### src/rtl/contador_idx_pkg.sv
// Shared types and constants for the contador_idx histogram stage.
package contador_idx_pkg;

    localparam int IDX_W_DEF = 4;
    localparam int CNT_W_DEF = 8;

    typedef enum logic [1:0] {
        IDLE = 2'b00,
        READ = 2'b01,
        ACK  = 2'b10
    } state_t;

    // Largest value a w-bit counter can hold (w < 32).
    function automatic int cnt_max(input int w);
        return (1 << w) - 1;
    endfunction

    localparam int CNT_MAX = cnt_max(CNT_W_DEF);

endpackage

### src/rtl/banco_contadores.sv
// 2^IDX_W occurrence counters with one increment port, one read port and a sticky overflow flag.
// CONTADOR_IDX_SAT_EN selects saturating counters; otherwise counters wrap.
module banco_contadores
    import contador_idx_pkg::*;
#(
    parameter int IDX_W = IDX_W_DEF,
    parameter int CNT_W = CNT_W_DEF
) (
    input  logic             clk,
    input  logic             reset,
    input  logic             inc_en,
    input  logic [IDX_W-1:0] inc_idx,
    input  logic [IDX_W-1:0] rd_idx,
    output logic [CNT_W-1:0] rd_data,
    output logic             ovf
);

    localparam int             N   = 1 << IDX_W;
    localparam logic [CNT_W-1:0] MAX = CNT_W'(cnt_max(CNT_W));

    logic [N-1:0][CNT_W-1:0] cnt;

    always_ff @(posedge clk or posedge reset) begin
        if (reset) begin
            cnt <= '0;
            ovf <= 1'b0;
        end else if (inc_en) begin
            if (cnt[inc_idx] == MAX) begin
                ovf <= 1'b1;
`ifdef CONTADOR_IDX_SAT_EN
                cnt[inc_idx] <= MAX;
`else
                cnt[inc_idx] <= '0;
`endif
            end else begin
                cnt[inc_idx] <= cnt[inc_idx] + 1'b1;
            end
        end
    end

    // Pre-increment value: a same-edge increment is not seen by the reader.
    assign rd_data = cnt[rd_idx];

endmodule

### src/rtl/contador_idx.sv
// Histogram stage: per-index counters plus a four-phase read port that never stalls counting.
// Build option CONTADOR_IDX_SAT_EN makes the counters saturate instead of wrap.
module contador_idx
    import contador_idx_pkg::*;
#(
    parameter int IDX_W = IDX_W_DEF,
    parameter int CNT_W = CNT_W_DEF
) (
    input  logic             clk,
    input  logic             reset,
    input  logic             idx_valid,
    input  logic [IDX_W-1:0] idx,
    input  logic             req,
    input  logic [IDX_W-1:0] req_idx,
    output logic             ack,
    output logic [CNT_W-1:0] cnt_out,
    output logic             ovf,
    output logic             busy
);

    state_t             state, state_n;
    logic [IDX_W-1:0]   rd_idx, rd_idx_n;
    logic               ack_n;
    logic [CNT_W-1:0]   cnt_n, rd_data;

    banco_contadores #(.IDX_W(IDX_W), .CNT_W(CNT_W)) u_banco (
        .clk     (clk),
        .reset   (reset),
        .inc_en  (idx_valid),
        .inc_idx (idx),
        .rd_idx  (rd_idx),
        .rd_data (rd_data),
        .ovf     (ovf)
    );

    always_ff @(posedge clk or posedge reset) begin
        if (reset) begin
            state   <= IDLE;
            rd_idx  <= '0;
            ack     <= 1'b0;
            cnt_out <= '0;
            busy    <= 1'b0;
        end else begin
            state   <= state_n;
            rd_idx  <= rd_idx_n;
            ack     <= ack_n;
            cnt_out <= cnt_n;
            busy    <= (state_n != IDLE);
        end
    end

    always_comb begin
        state_n  = state;
        rd_idx_n = rd_idx;
        ack_n    = ack;
        cnt_n    = cnt_out;
        case (state)
            IDLE: begin
                if (req) begin
                    rd_idx_n = req_idx;
                    state_n  = READ;
                end
            end
            READ: begin
                state_n = ACK;
                ack_n   = 1'b1;
                cnt_n   = rd_data;
            end
            ACK: begin
                if (!req) begin
                    state_n = IDLE;
                    ack_n   = 1'b0;
                end
            end
            default: begin
                state_n = IDLE;
                ack_n   = 1'b0;
            end
        endcase
    end

endmodule

### config.mk
export PLATFORM = sky130hd
export DESIGN_NAME = contador_idx
export DESIGN_NICKNAME = d
export VERILOG_FILES = /design/src/rtl/contador_idx_pkg.sv /design/src/rtl/banco_contadores.sv /design/src/rtl/contador_idx.sv
export SDC_FILE = /design/constraint.sdc
export NUM_CORES = 1
export LEC_CHECK = 0
export ABC_AREA = 1
export ABC_CLOCK_PERIOD_IN_PS = 7890
export BUFFER_PORTS_ARGS = -buffer_cell sky130_fd_sc_hd__buf_4
export CORE_MARGIN = 2
export CORE_UTILIZATION = 45
export DETAILED_ROUTE_END_ITERATION = 10
export PLACE_DENSITY = 0.62
export SLEW_MARGIN = 25
export SYNTH_ARGS = -nofsm -noshare
export SYNTH_HDL_FRONTEND = slang
export SYNTH_SLANG_ARGS = --single-unit
export TNS_END_PERCENT = 100
### constraint.sdc
create_clock -name clk -period 7.89 [get_ports clk]
set_input_delay 0.3945 -clock clk [delete_from_list [all_inputs] [get_ports clk]]
set_output_delay 0.3945 -clock clk [all_outputs]
set_load 0.01 [all_outputs]
==> results of run 1 <==
## worst paths after layout
| check | start | end | slack, ns | cells past startpoint |
|---|---|---|---|---|
| setup reg to reg | rd_idx[0] | cnt_out[3] | 5.29 | 8 |
| min in group clk | req_idx[2] | rd_idx[2] | 0.16 | 3 |
| hold / removal | reset | state[0] | 0.10 | 2 |
| hold reg to reg | u_banco.ovf | u_banco.ovf | 0.48 | 2 |
| max in group asynchronous | reset | rd_idx[0] | 6.51 | 3 |
| setup / recovery | idx[0] | u_banco.cnt[66] | 4.78 | 12 |
## worst max-delay path, delay by kind of cell
family	cells	cell delay [ns]
fa+ha+maj	1	0.24
buf+inv	2	0.97
simple gates	9	1.83
## per-stage QoR
stage	power [mW]	util	area (µm²)	hold WS (ns)
4_1_cts	2.92	0.498	9260	0.158
6_report	2.93	0.498	9260	0.104
3_3_place_gp	2.00	0.463	8600	0.466
3_5_place_dp	2.01	0.463	8600	0.466
5_1_grt	3.10	0.498	9260	0.177
2_1_floorplan	1.69	-	8450	0.449
## cells by family (layout without fill, tap and decap cells)
kind of cell	after synthesis	count (layout)
flip-flops	145	145
multiplexers	1	1
buffers and inverters	126	130
adder cells (fa/ha/maj)	1	1
AND/OR/NAND/NOR	743	743
AO/OA/AOI/OAI	210	210
## flip-flops by register name, indices dropped and copies added, names as in the netlist
signal       cells
ack              1
busy             1
state            2
u_banco.cnt    128
cnt_out          8
rd_idx           4
u_banco.ovf      1
## cells in the mapped netlist, types with 7 or more instances
cell type	instances	share of area
nand2_1	541	0.24
dfrtp_1	145	0.43
nor2_1	126	0.056
o21ai_0	97	0.057
a21oi_1	58	0.034
inv_1	58	0.026
nand3_1	38	0.022
clkbuf_1	23	0.010
o21ai_1	17	0.010
o221ai_1	14	0.015
buf_6	13	0.017
nand2_2	11	0.0081
a31oi_1	10	0.0074
nand2_4	10	0.013
inv_2	9	0.0040
buf_2	8	0.0047
buf_4	8	0.0071
nor2_2	7	0.0052
## power breakdown
part           total [mW]  leakage (nW)  switching, mW  internal [mW]
Combinational       0.978          2.67          0.665          0.313
Clock               0.902         0.307          0.331          0.571
Sequential           1.05          1.84          0.140          0.907
## layer usage
metal / vias to the layer above / global-route usage / part of all wire
li1: 3889 / - / -
met1: 3790 / 0.390 / 0.45
met2: 331 / 0.415 / 0.44
met3: 60 / 0.0577 / 0.075
met4: 0 / 0.119 / 0.039
met5: - / 0 / 0
## layout make-up
cell class	instances	area share
clock buffer	20	0.0483
clock inverter	12	0.0220
inverter	70	0.0297
multi-input combinational	955	0.453
sequential	145	0.392
tap	234	0.0316
timing repair buffer	28	0.0227
==> impl_metrics.ini, run 1 <==
[drt]
drc = 0
drt_iter0_drc = 796
routed_wl_mm = 26.6
first_pass_iters = 6
vias = 8070
ant_nets = 0
wl_per_cell_um = 18.2
avgViaCountPerCell = 5.51

[worst_hold_path]
hp-class = in2async

[placement]
hpwl_mm = 16.7
io_buffers = 22
place_inst = 1432
place_ws_ns = 4.45
place_congestion = 0.961

[worst_setup_path]
cpMostUsedCell = nand2_1
critical_path_class = in2reg
max_stage_delay_ns = 0.86
cp-start-kind = primary input
crit_required_ns = 8.26
crit_arrival_ns = 3.48
cp_slowest_cell = nor2_2
crit_path_end_kind = flip-flop
crit_path_max_fanout = 80
path_cells = buf_4, inv_6, nor2_2, nand2_1, nand3_1, nand2_1, nand4_1, ha_1, nor2_1, nor2_2, nand2_1, nand2_1

[timing]
max_slew_margin = 0.251
worstMarginPinSlew_ns = 1.12
min_period_ns = 3.11
layout_worst_path_cycle_share = 0.394
clock_skew_ns = 0.0105
hold_viol_final = 0
tns_ns = 0
fmax_ghz = 0.321
rsz0062_at_grt = no
fin_ws_ns = 4.78
setup-violations-final = 0
slew_viol_final = 0

[die]
die_w_um = 141
core-area_mm2 = 0.0186
dieHeight_um = 141
num_io_pins = 23
start_util = 0.455
std_cell_rows = 50
die-area_mm2 = 0.0199

[clock_tree]
cts_root_buffer = clkbuf_16
cts_buffers = 17
cts_setup_buffers = 0
worstSkewPairLatency_ns = 0.43
cts.path.max_buffers = 2
cts.repair.resized = 0
cts_tree = done
cts_num_sinks = 145
cts-htree-levels = 4
clk_pin_slew_ns = 0.06
cts_hold_buf = 0

[finish]
final_cell_count_no_fill = 1464
drive_above_1_share = 0.0878
ff_latch_area_mm2 = 0.00363
nNetsFinal = 1230
layout_common_cells = 541 x nand2_1, 144 x dfrtp_1, 126 x nor2_1, 97 x o21ai_0, 58 x a21oi_1
diodes = 0
synthToLayoutAreaGrowth_pct = 9.47
nFillCells = 1840
multi_input_comb_area_mm2 = 0.00420
final_common_cell = nand2_1

[synth]
syn_nets = 1239
syn_inst = 1226
synth-seq-area-share = 0.429
yosys_register_bits = 145
synth_ff_type = dfrtp_1
synthAdderAreaFrac = 0.00148
synth_edf_count = 0
syn_area_per_cell_um2 = 6.90
syn_area_mm2 = 0.00845
synth-xor-area-share = 0
synth_top_family_by_area = simple AND/OR/NAND/NOR gates
ys_types = 33
yosys.area_share.simple = 0.358
async_flop_share = 1.00
synth_compound_area_frac = 0.136
yosysWarningCount = 0
synthMuxAreaShare = 0.00118

[status]
status = completed

[global_routing]
antenna_found_initial = 0
grt_overflow = 0
grt_first_pass_wirelength_mm = 41.9
grt_pass1_vias = 7250
grt_max_degree = 92
groute.usage.overall = 0.277

[job]
drv_cap = 0

[pwr]
power_leakage_nw = 4.82
p_per_area_mw_per_mm2 = 316
peakVddDrop_mv = 0.157
Note: power is estimated with default switching activity, not from simulation.
==> run 2, diff against run 1 <==
- ABC_AREA: 1 -> 0
- ABC_CLOCK_PERIOD_IN_PS: 7890 -> 3000
- clock period: 7.89 -> 3 ns (I/O delays scaled with it)
==> impl_metrics.ini, run 2 <==
[status]
status = completed

[die]
start_util = 0.458
dieHeight_um = 136
die-area_mm2 = 0.0186
std_cell_rows = 48
core-area_mm2 = 0.0172
num_io_pins = 23
die_w_um = 136

[synth]
syn_inst = 656
synth_largest_area_cell = dfrtp_1
yosysMostFrequentCell = dfrtp_1
yosys_register_bits = 145
ys_top_cells_by_area = dfrtp_1 46%, mux4_2 21%, nand2_1 6.2%, a2bb2oi_1 5.8%, o21ai_0 2.7%
yosysTopAreaCellShare = 0.461
syn_nets = 669
synth_edf_count = 0
syn_area_mm2 = 0.00787
async_flop_share = 1.00
yosysWarningCount = 0
synth-seq-area-share = 0.461
syn_area_per_cell_um2 = 12.0
synth_commonest_cells = 145 x dfrtp_1, 130 x nand2_1, 73 x mux4_2
synth_ff_type = dfrtp_1
ys_types = 46

[timing]
slew_viol_final = 0
rsz0062_at_grt = no
hold_viol_final = 0
fin_hold_ws_ns = 0.0501
max_slew_margin = 0.376
min_period_ns = 2.69
setup-violations-final = 0
fmax_ghz = 0.371
layout_worst_path_cycle_share = 0.898
worstMarginPinSlew_ns = 0.934
tns_ns = 0
fin_ws_ns = 0.306
clock_skew_ns = 0.00884

[worst_setup_path]
crit_path_end_kind = flip-flop
cp-start-kind = primary input
crit_required_ns = 3.33
crit_path_max_fanout = 19
reg2reg_from = u_banco.cnt[83]
crit_arrival_ns = 3.02
critical_path_class = in2reg
crit_path_start = idx[0]

[global_routing]
grt_pass1_vias = 6177
grt_overflow = 0
grt_first_pass_wirelength_mm = 35.8
groute.usage.overall = 0.261
grt_max_degree = 88
antenna_found_initial = 0

[clock_tree]
cts_tree = done
cts.repair.resized = 0
cts-htree-levels = 4
worstSkewPairLatency_ns = 0.43
clk_pin_slew_ns = 0.05
cts_num_sinks = 145
cts_setup_buffers = 0
cts_buffers = 17
cts.path.max_buffers = 2
cts_root_buffer = clkbuf_16

[finish]
layout_common_cells = 144 x dfrtp_1, 130 x nand2_1, 73 x mux4_2, 71 x buf_4, 52 x a2bb2oi_1
multi_input_comb_area_mm2 = 0.00396
synthToLayoutAreaGrowth_pct = 16.9
final_common_cell = dfrtp_1
nFillCells = 1448
ff_latch_area_mm2 = 0.00363
drive_above_1_share = 0.290
reg_top3 = u_banco.cnt (128), cnt_out (8), rd_idx (4)
largest_reg_flops = 128
largest_register = u_banco.cnt
finalInstanceArea_mm2 = 0.00921
nNetsFinal = 713
diodes = 0

[pwr]
peakVddDrop_mv = 0.655
internal-power_mw = 4.36
power_leakage_nw = 3.82
comb_power_share = 0.237
p_sw_mw = 1.77
power_mw = 6.13
p_per_area_mw_per_mm2 = 666
p_seq_frac = 0.398
pwr-share-clk = 0.366
power.share.switching = 0.289

[drt]
routed_wl_mm = 22.5
drc = 0
drt_iter0_drc = 773
ant_nets = 0
wl_per_cell_um = 24.0
avgViaCountPerCell = 6.44
first_pass_iters = 6
vias = 6043

[placement]
dpl_cell_area_mm2 = 0.00852
io_buffers = 22
place_congestion = 0.980
place_ws_ns = -0.125
hpwl_mm = 15.6

[job]
drv_cap = 0

[worst_hold_path]
hp-start = req
hp-class = in2reg
-- run 2: per-layer routing --
layer,vias up,share of wire,global-route usage
li1,2570,-,-
met1,3129,0.42,0.367
met2,296,0.48,0.401
met3,48,0.073,0.0496
met4,0,0.028,0.105
met5,-,0,0
-- run 2: final timing paths --
path                                    endpoint  slack (ns)  cells past startpoint
worst max-delay path            u_banco.cnt[113]        0.31                     10
worst min-delay path                         ack        0.05                      3
max in group asynchronous        u_banco.cnt[42]        1.85                      4
worst min register to register       u_banco.ovf        0.50                      1
worst max register to register  u_banco.cnt[113]        0.31                      8
min in group asynchronous             cnt_out[0]        0.25                      3
-- run 2: through the flow --
stage                     instances   util
final                           938  0.536
after global routing            938  0.536
after CTS                       938  0.536
after detailed placement        900  0.496
after global placement          900  0.496
after floorplan                 656      -
-- run 2: worst max-delay path, stage by stage --
cell	delay [ns]
buf_4	0.32
buf_4	0.27
buf_4	0.16
mux4_2	0.51
a22o_1	0.25
a221oi_2	0.47
nor3_4	0.19
buf_4	0.24
nand2b_4	0.22
o21ai_0	0.22
-- run 2: cell type report --
type / count / share of cell area
Inverter: 2 / 0.00122
Clock inverter: 11 / 0.0175
Multi-Input combinational cell: 452 / 0.430
Sequential cell: 145 / 0.394
Timing Repair Buffer: 82 / 0.0764
Tap cell: 225 / 0.0306
Clock buffer: 21 / 0.0500
-- run 2: cell families after synthesis --
logic type               after synthesis  share of synthesized area
AND/OR/NAND/NOR                      186                      0.103
AO/OA/AOI/OAI                        171                      0.159
flip-flops                           145                      0.461
multiplexers                          88                      0.231
buffers and inverters                 60                     0.0386
XOR/XNOR                               5                    0.00556
adder cells (fa/ha/maj)                1                    0.00159
-- run 2: timing repair --
action / 4_1_cts / 5_1_grt
hold buffers: 5 / 0
endpoints found under the hold margin: 17 / 0
setup endpoints to repair: 4 / 0
-- run 2: power by group through the flow --
stage,registers (mW),logic (mW),clock network [mW]
2_1_floorplan,2.34,1.11,0
5_1_grt,2.47,1.56,2.34
3_3_place_gp,2.45,1.42,0
3_5_place_dp,2.47,1.45,0
6_report,2.44,1.45,2.24
4_1_cts,2.44,1.46,2.26
